[config.mk]
export PLATFORM = sky130hd
export DESIGN_NAME = cordic_angle_sweep
export DESIGN_NICKNAME = d
export VERILOG_FILES = /design/src/rtl/cordic_angle_sweep.sv
export SDC_FILE = /design/constraint.sdc
export NUM_CORES = 1
export LEC_CHECK = 0
export ABC_AREA = 1
export BUFFER_PORTS_ARGS = -buffer_cell sky130_fd_sc_hd__buf_2
export CAP_MARGIN = 5
export CORE_MARGIN = 8
export CORE_UTILIZATION = 60
export CTS_CLUSTER_SIZE = 28
export DETAILED_ROUTE_END_ITERATION = 12
export PLACE_DENSITY = 0.89
export SLEW_MARGIN = 20
export SYNTH_ARGS = -nofsm -noshare
export SYNTH_HDL_FRONTEND = slang
export SYNTH_SLANG_ARGS = --single-unit
[constraint.sdc]
create_clock -name clock -period 6.4 [get_ports clock]
set_input_delay 1.92 -clock clock [delete_from_list [all_inputs] [get_ports clock]]
set_output_delay 1.92 -clock clock [all_outputs]
set_load 0.005 [all_outputs]
[src/rtl/cordic_angle_sweep.sv]
// cordic_angle_sweep: emits a start/step/count sweep of fixed-point angles,
// wrapped into [-PI, +PI], into the CORDIC core's input FIFO.
module cordic_angle_sweep #(
  parameter int          FRAC_BITS = 14,
  parameter logic [31:0] PI_FIXED  = 32'h0000C910,
  parameter int          CNT_W     = 16
) (
  input  logic             clock,
  input  logic             reset,
  input  logic             start,
  input  logic [31:0]      start_angle,
  input  logic [31:0]      step,
  input  logic [CNT_W-1:0] count,
  output logic             busy,
  output logic             done,
  output logic [31:0]      out_din,
  output logic             out_wr_en,
  input  logic             out_full
);
  if (PI_FIXED[31] || (PI_FIXED >> FRAC_BITS) != 32'd3) begin : g_bad_pi
    $error("PI_FIXED does not encode pi with FRAC_BITS fractional bits");
  end

  typedef enum logic [1:0] {IDLE, RUN, FIN} state_t;

  state_t             state_q, state_d;
  logic [31:0]        angle_q, angle_d, step_q, step_d;
  logic [CNT_W-1:0]   remain_q, remain_d;
  logic signed [32:0] pi_s, sum;
  logic [31:0]        wrapped;

  assign pi_s = {1'b0, PI_FIXED};

  // 33-bit sum cannot overflow for |step| <= PI; exactly +/-PI stays put
  always_comb begin
    sum     = $signed({angle_q[31], angle_q}) + $signed({step_q[31], step_q});
    wrapped = 32'(sum > pi_s ? sum - (pi_s <<< 1) : sum < -pi_s ? sum + (pi_s <<< 1) : sum);
  end

  always_comb begin
    state_d   = state_q;
    angle_d   = angle_q;
    step_d    = step_q;
    remain_d  = remain_q;
    busy      = state_q == RUN;
    done      = state_q == FIN;
    out_wr_en = busy && !out_full;
    out_din   = busy ? angle_q : '0;
    if (state_q == IDLE && start) begin
      angle_d  = start_angle;
      step_d   = step;
      remain_d = count;
      state_d  = count != '0 ? RUN : FIN;
    end else if (out_wr_en) begin
      angle_d  = wrapped;
      remain_d = remain_q - CNT_W'(1);
      state_d  = remain_q == CNT_W'(1) ? FIN : RUN;
    end else if (state_q == FIN) begin
      state_d = IDLE;
    end
  end

  always_ff @(posedge clock or negedge reset) begin
    if (!reset) begin
      state_q  <= IDLE;
      angle_q  <= '0;
      step_q   <= '0;
      remain_q <= '0;
    end else begin
      state_q  <= state_d;
      angle_q  <= angle_d;
      step_q   <= step_d;
      remain_q <= remain_d;
    end
  end
endmodule

==> results_dict.tcl, run 1 <==
set metrics [dict create \
    ys_seq_area_share_pct 21.6 \
    setup_tns_ps 0 \
    port-buffer-count 118 \
    rsz0062_at_grt "false" \
    die_w_um 142 \
    crit_path_end_kind "output pin" \
    synth_area_leaders "nand2_1 28%, dfrtp_1 22%, inv_1 10%" \
    root_buffer "clkbuf_16" \
    cts_tree "done" \
    yosysTopAreaCellShare_pct 28.3 \
    finalMaxSlewViolations 0 \
    yosysWarnings 0 \
    crit_slowest_cell "buf_2" \
    area_growth_pct 10.5 \
    utilization_pct 67.0 \
    max_slew_margin_pct 26.3 \
    ys_ff_latch 82 \
    gr-total-overflow 0 \
    fin_skew_ps 10.8 \
    grt_pass1_vias 10473 \
    start_kind "input pin" \
    clkLatencyLatePin_ps 370 \
    rrSetupSlack_ps 2290 \
    muxShareOfSynthArea_pct 0 \
    drt-initial-drc-count 1089 \
    min_path_type "reg -> reg" \
    synthSimpleGateAreaFrac_pct 50.5 \
    synth_fa_ha_area_share_pct 5.09 \
    drive_gt1_share_pct 12.3 \
    pre_cts_ws_ps 2190 \
    syn_area_per_cell_sq_um 5.59 \
    synth_top_family_by_area "simple AND/OR/NAND/NOR gates" \
    grt_max_degree 83 \
    io_pins 119 \
    wire_per_inst_um 15.9 \
    regToRegStartpoint "angle_q[6]$_DFFE_PN0P_" \
    dpl.hpwl_um 24700 \
    period_share_pct 65.6 \
    critPathMaxStageDelay_ps 130 \
    worst_ep_required_time_ps 4480 \
    synth_fp_nets 1821 \
    synth-compound-area-share_pct 6.18 \
    period_needed_ps 4200 \
    syn_area_sq_um 9490 \
    worst_pin_slew_ps 1100 \
    crit_path_start "out_full" \
    final-hold-violation-count 0 \
    synth_top_cell_by_area "nand2_1" \
    finalSetupViolCount 0 \
    crit_path_frequent_cell "buf_2" \
    clk_transition_reported_paths_ps 70 \
    gp_congestion 1.00 \
    routed_via_density 5.42 \
    rows 46 \
    die_y_um 142 \
    nets 1911 \
    cts-resized-gates 0 \
    hold_buffers 0 \
    nFillCells 1519 \
    r2r_end "angle_q[31]$_DFFE_PN0P_" \
    grt_first_pass_wirelength_um 51400 \
    ant_nets 0 \
    synthCells 1699 \
    drcViolationCount 0 \
    clock-sinks 82 \
    die_area_sq_um 20100 \
    criticalPathCategory "in -> out" \
    initial_core_util_pct 60.6 \
    cts_max_level 3 \
    reg2reg_depth 19 \
    antenna_found_initial 0 \
    coreArea_sq_um 15700 \
    cts_buffer_depth 2 \
    route.vias.total 10888 \
    status "completed" \
    worst-path-max-fanout 2 \
    crit_chain "buf_2 > nor2_1 > buf_2" \
    track_usage_pct 32.1 \
    first_pass_iters 5 \
    max_freq_mhz 238 \
    post-cts-setup-buffers 0 \
    worst_slack_ps 2200 \
    wirelength_um 32000 \
    cp_data_arrival_time_ps 2280 \
    ys_types 42 \
    cts_inserted_buffers 9 \
    synth_xor_area_share_pct 3.51 \
    diodes 0 \
    setup.worst_path.end "out_wr_en" \
    cap_viol_max_count 0 \
]
==> cells in the mapped netlist (all sizes together) <==
| master | instances |
|---|---|
| nand2 | 755 |
| inv | 267 |
| nor2 | 176 |
| nand3 | 140 |
| dfrtp | 82 |
| o21ai | 42 |
| ha | 37 |
| nand4 | 35 |
| xor2 | 35 |
| a21oi | 29 |
| buf | 25 |
| clkbuf | 19 |
| nor3 | 13 |
| o221ai | 12 |
| and2 | 7 |
| o211ai | 6 |
| o21bai | 4 |
| o22ai | 4 |
| xnor2 | 3 |
| nand3b | 2 |
| nor4 | 2 |
| a21boi | 1 |
| fa | 1 |
| nor3b | 1 |
| or2 | 1 |
==> sequential cells by signal (all words and copies together) (netlist names) <==
name / flops
step_q: 32
remain_q: 16
state_q: 2
angle_q: 32
==> critical path: cells and delay by family <==
family | cells | cell delay, ps
simple gates | 1 | 120
buf+inv | 2 | 230
==> cells by family after synthesis <==
kind of cell / Yosys count
compound gates: 98
xor+xnor: 38
fa+ha+maj: 38
buf+inv: 311
flops: 82
simple gates: 1132
==> placed cells by master, fill, tap and decap left out, types with 11 or more instances in the layout <==
| cell type | count |
|---|---|
| a21oi_1 | 26 |
| buf_2 | 117 |
| dfrtp_1 | 82 |
| ha_1 | 37 |
| inv_1 | 256 |
| inv_2 | 11 |
| nand2_1 | 715 |
| nand2_2 | 36 |
| nand3_1 | 131 |
| nand4_1 | 34 |
| nor2_1 | 163 |
| nor2_2 | 11 |
| nor3_1 | 13 |
| o21ai_0 | 37 |
| o221ai_1 | 12 |
| xor2_1 | 35 |
==> routing by layer <==
layer  vias to the layer above  GRT usage [%]  part of all wire [%]
met5                         -              0                     0
met3                       111           6.12                   9.3
met1                      4837           40.8                    41
met4                         0           15.9                   4.5
li1                       5416              -                     -
met2                       524           51.1                    45
==> layout make-up <==
| class | count | area [sq um] | area share [%] |
|---|---|---|---|
| Multi-Input combinational cell | 1306 | 6210 | 59.2 |
| Sequential cell | 82 | 2050 | 19.6 |
| Inverter | 267 | 1000 | 9.55 |
| Timing Repair Buffer | 123 | 634 | 6.05 |
| Tap cell | 216 | 270 | 2.58 |
| Clock buffer | 9 | 225 | 2.15 |
| Clock inverter | 7 | 95.1 | 0.906 |
==> worst min path at each step <==
stage          slack, ps                    from                endpoint  cells past startpoint
2_1_floorplan        450   step_q[0]$_DFFE_PN0P_   step_q[0]$_DFFE_PN0P_                      2
3_3_place_gp         470   step_q[2]$_DFFE_PN0P_   step_q[2]$_DFFE_PN0P_                      2
3_5_place_dp         470   step_q[2]$_DFFE_PN0P_   step_q[2]$_DFFE_PN0P_                      2
4_1_cts              490   step_q[2]$_DFFE_PN0P_   step_q[2]$_DFFE_PN0P_                      2
5_1_grt              520  step_q[11]$_DFFE_PN0P_  step_q[11]$_DFFE_PN0P_                      2
6_report             490   step_q[2]$_DFFE_PN0P_   step_q[2]$_DFFE_PN0P_                      2
==> per-stage QoR <==
step	std cells	cell area (sq um)	hold WS [ps]
after floorplan	1699	9490	453
after global placement	1994	10200	468
after detailed placement	1994	10200	470
after CTS	2010	10500	488
after global routing	2010	10500	516
final	2010	10500	487
Power of run 1 is left out: the tool's default activity adds up to more than one toggle a clock period on the data nets, which glitch-free logic cannot reach.
==> run 2, diff against run 1 <==
Settings changed: CORE_UTILIZATION 60 to 55, PLACE_DENSITY 0.89 to 0.86.
Clock period 6.4 ns to 3.85 ns, I/O delays scaled along.
==> results_dict.tcl, run 2 (synthesis results as in run 1) <==
set metrics [dict create \
    status "completed" \
    dr_wl_met3_um 2940 \
    route.vias.total 11033 \
    die_y_um 147 \
    ant_nets 0 \
    rows 48 \
    die_area_sq_um 21700 \
    clk_transition_reported_paths_ps 70 \
    dpl.hpwl_um 26900 \
    crit_chain "ha_1 > nand2_1 > inv_1 > nand2_1 > nand2_1 > nand2_1 > nand2_1 > a21oi_1 > nand2_1 > nand2_1 > nand2_1 > nor2_1 > nand2_1 > nor2_1 > nand3_2 > nand3_4 > buf_12 > nor2_1 > nor2_1 > nand2_1 > nand2_1 > nand2_1" \
    port-buffer-count 118 \
    top_regs "angle_q x32, step_q x32, remain_q x16" \
    final_common_cell "nand2_1" \
    drt-initial-drc-count 975 \
    drcViolationCount 0 \
    routed_via_density 5.39 \
    clkLatencyLatePin_ps 370 \
    period_needed_ps 3690 \
    final-hold-violation-count 0 \
    worst-path-max-fanout 13 \
    min_path_type "reg -> reg" \
    drive_gt1_share_pct 13.9 \
    cp_top_family "simple AND/OR/NAND/NOR gates" \
    crit_buf_inv 2 \
    grt_first_pass_wirelength_um 53700 \
    die_w_um 147 \
    io_pins 119 \
    first_pass_iters 5 \
    gr-total-overflow 0 \
    nFillCells 1738 \
    root_buffer "clkbuf_16" \
    worst_ep_required_time_ps 4100 \
    hold_buffers 0 \
    rrSetupSlack_ps 160 \
    met1_length_um 14500 \
    dr_wl_met2_um 14900 \
    initial_core_util_pct 55.6 \
    area_growth_pct 13.2 \
    diodes 0 \
    grt_max_degree 83 \
    period_share_pct 95.8 \
    cap_viol_max_count 0 \
    cp_data_arrival_time_ps 3940 \
    mostFrequentLayoutCells "712 x nand2_1, 256 x inv_1, 163 x nor2_1, 130 x nand3_1, 117 x buf_2" \
    worst_pin_slew_ps 833 \
    criticalPathCategory "reg -> reg" \
    start_kind "flop" \
    nets 1940 \
    crit_slowest_cell "ha_1" \
    wirelength_um 33700 \
    finalMaxSlewViolations 0 \
    top_layer_used "met4" \
    setup_tns_ps 0 \
    cts_buffer_depth 2 \
    fin_skew_ps 15.7 \
    finalSetupViolCount 0 \
    antenna_found_initial 0 \
    grt_pass1_vias 10548 \
    crit_path_frequent_cell "nand2_1" \
    crit_path_end_kind "flop" \
    cts_tree "done" \
    cts_inserted_buffers 9 \
    wire_per_inst_um 16.4 \
    max_freq_mhz 271 \
    gp_congestion 1.02 \
    coreArea_sq_um 17100 \
    track_usage_pct 30.8 \
    critPathMaxStageDelay_ps 430 \
    fin_hold_ws_ps 487 \
    cts_max_level 3 \
    clock-sinks 82 \
    max_slew_margin_pct 44.5 \
    post-cts-setup-buffers 0 \
]
==> run 2: cell types whose count changed in the layout (fill, tap and decap cells not counted), moves of 2 or more <==
cell,change
inv_8,-2
nand2_1,-3
nand2_2,+2
buf_12,+2
buf_4,+27
clkinvlp_4,+2
==> run 2: per-stage QoR <==
step / setup WS [ps] / cell area [sq um] / std cells / utilization, %
4_1_cts: 246 / 10700 / 2048 / 62.9
6_report: 161 / 10700 / 2048 / 63.0
3_3_place_gp: 245 / 10400 / 2032 / 61.1
2_1_floorplan: 894 / 9490 / 1699 / -
5_1_grt: -5.39 / 10700 / 2048 / 63.0
3_5_place_dp: 259 / 10400 / 2032 / 61.1
==> run 2: layer usage <==
metal / GRT usage [%] / vias to the layer above
li1: - / 5477
met1: 39.6 / 4977
met2: 49.0 / 490
met3: 6.03 / 89
met4: 13.9 / 0
met5: 0 / -
==> run 2: area by class of cell <==
| type | count | area [sq um] | share of cell area [%] |
|---|---|---|---|
| multi-input combinational | 1306 | 6230 | 58.0 |
| timing repair buffer | 152 | 877 | 8.16 |
| inverter | 267 | 1000 | 9.32 |
| tap | 225 | 282 | 2.62 |
| clock buffer | 9 | 225 | 2.10 |
| clock inverter | 7 | 76.3 | 0.710 |
| sequential | 82 | 2050 | 19.1 |
==> run 2: worst paths after layout <==
path / cells after the start / from / end
min in group asynchronous: 1 / reset / step_q[11]$_DFFE_PN0P_
max in group asynchronous: 1 / reset / angle_q[8]$_DFFE_PN0P_
setup / recovery: 22 / angle_q[12]$_DFFE_PN0P_ / angle_q[23]$_DFFE_PN0P_
hold / removal: 2 / step_q[3]$_DFFE_PN0P_ / step_q[3]$_DFFE_PN0P_
hold reg to reg: 2 / step_q[3]$_DFFE_PN0P_ / step_q[3]$_DFFE_PN0P_
setup reg to reg: 22 / angle_q[12]$_DFFE_PN0P_ / angle_q[23]$_DFFE_PN0P_
==> run 2: tightest hold or removal path, delay by kind of cell (launching register included) <==
family,cells,cell delay (ps)
flip-flops,1,350
AND/OR/NAND/NOR,2,110
==> run 2: timing repair <==
| action | in CTS | in global routing |
|---|---|---|
| resized for setup | 0 | 6 |
| hold endpoints to repair | 0 | 0 |
| endpoints found under the setup margin | 0 | 13 |
Power of run 2 is left out for the same reason.
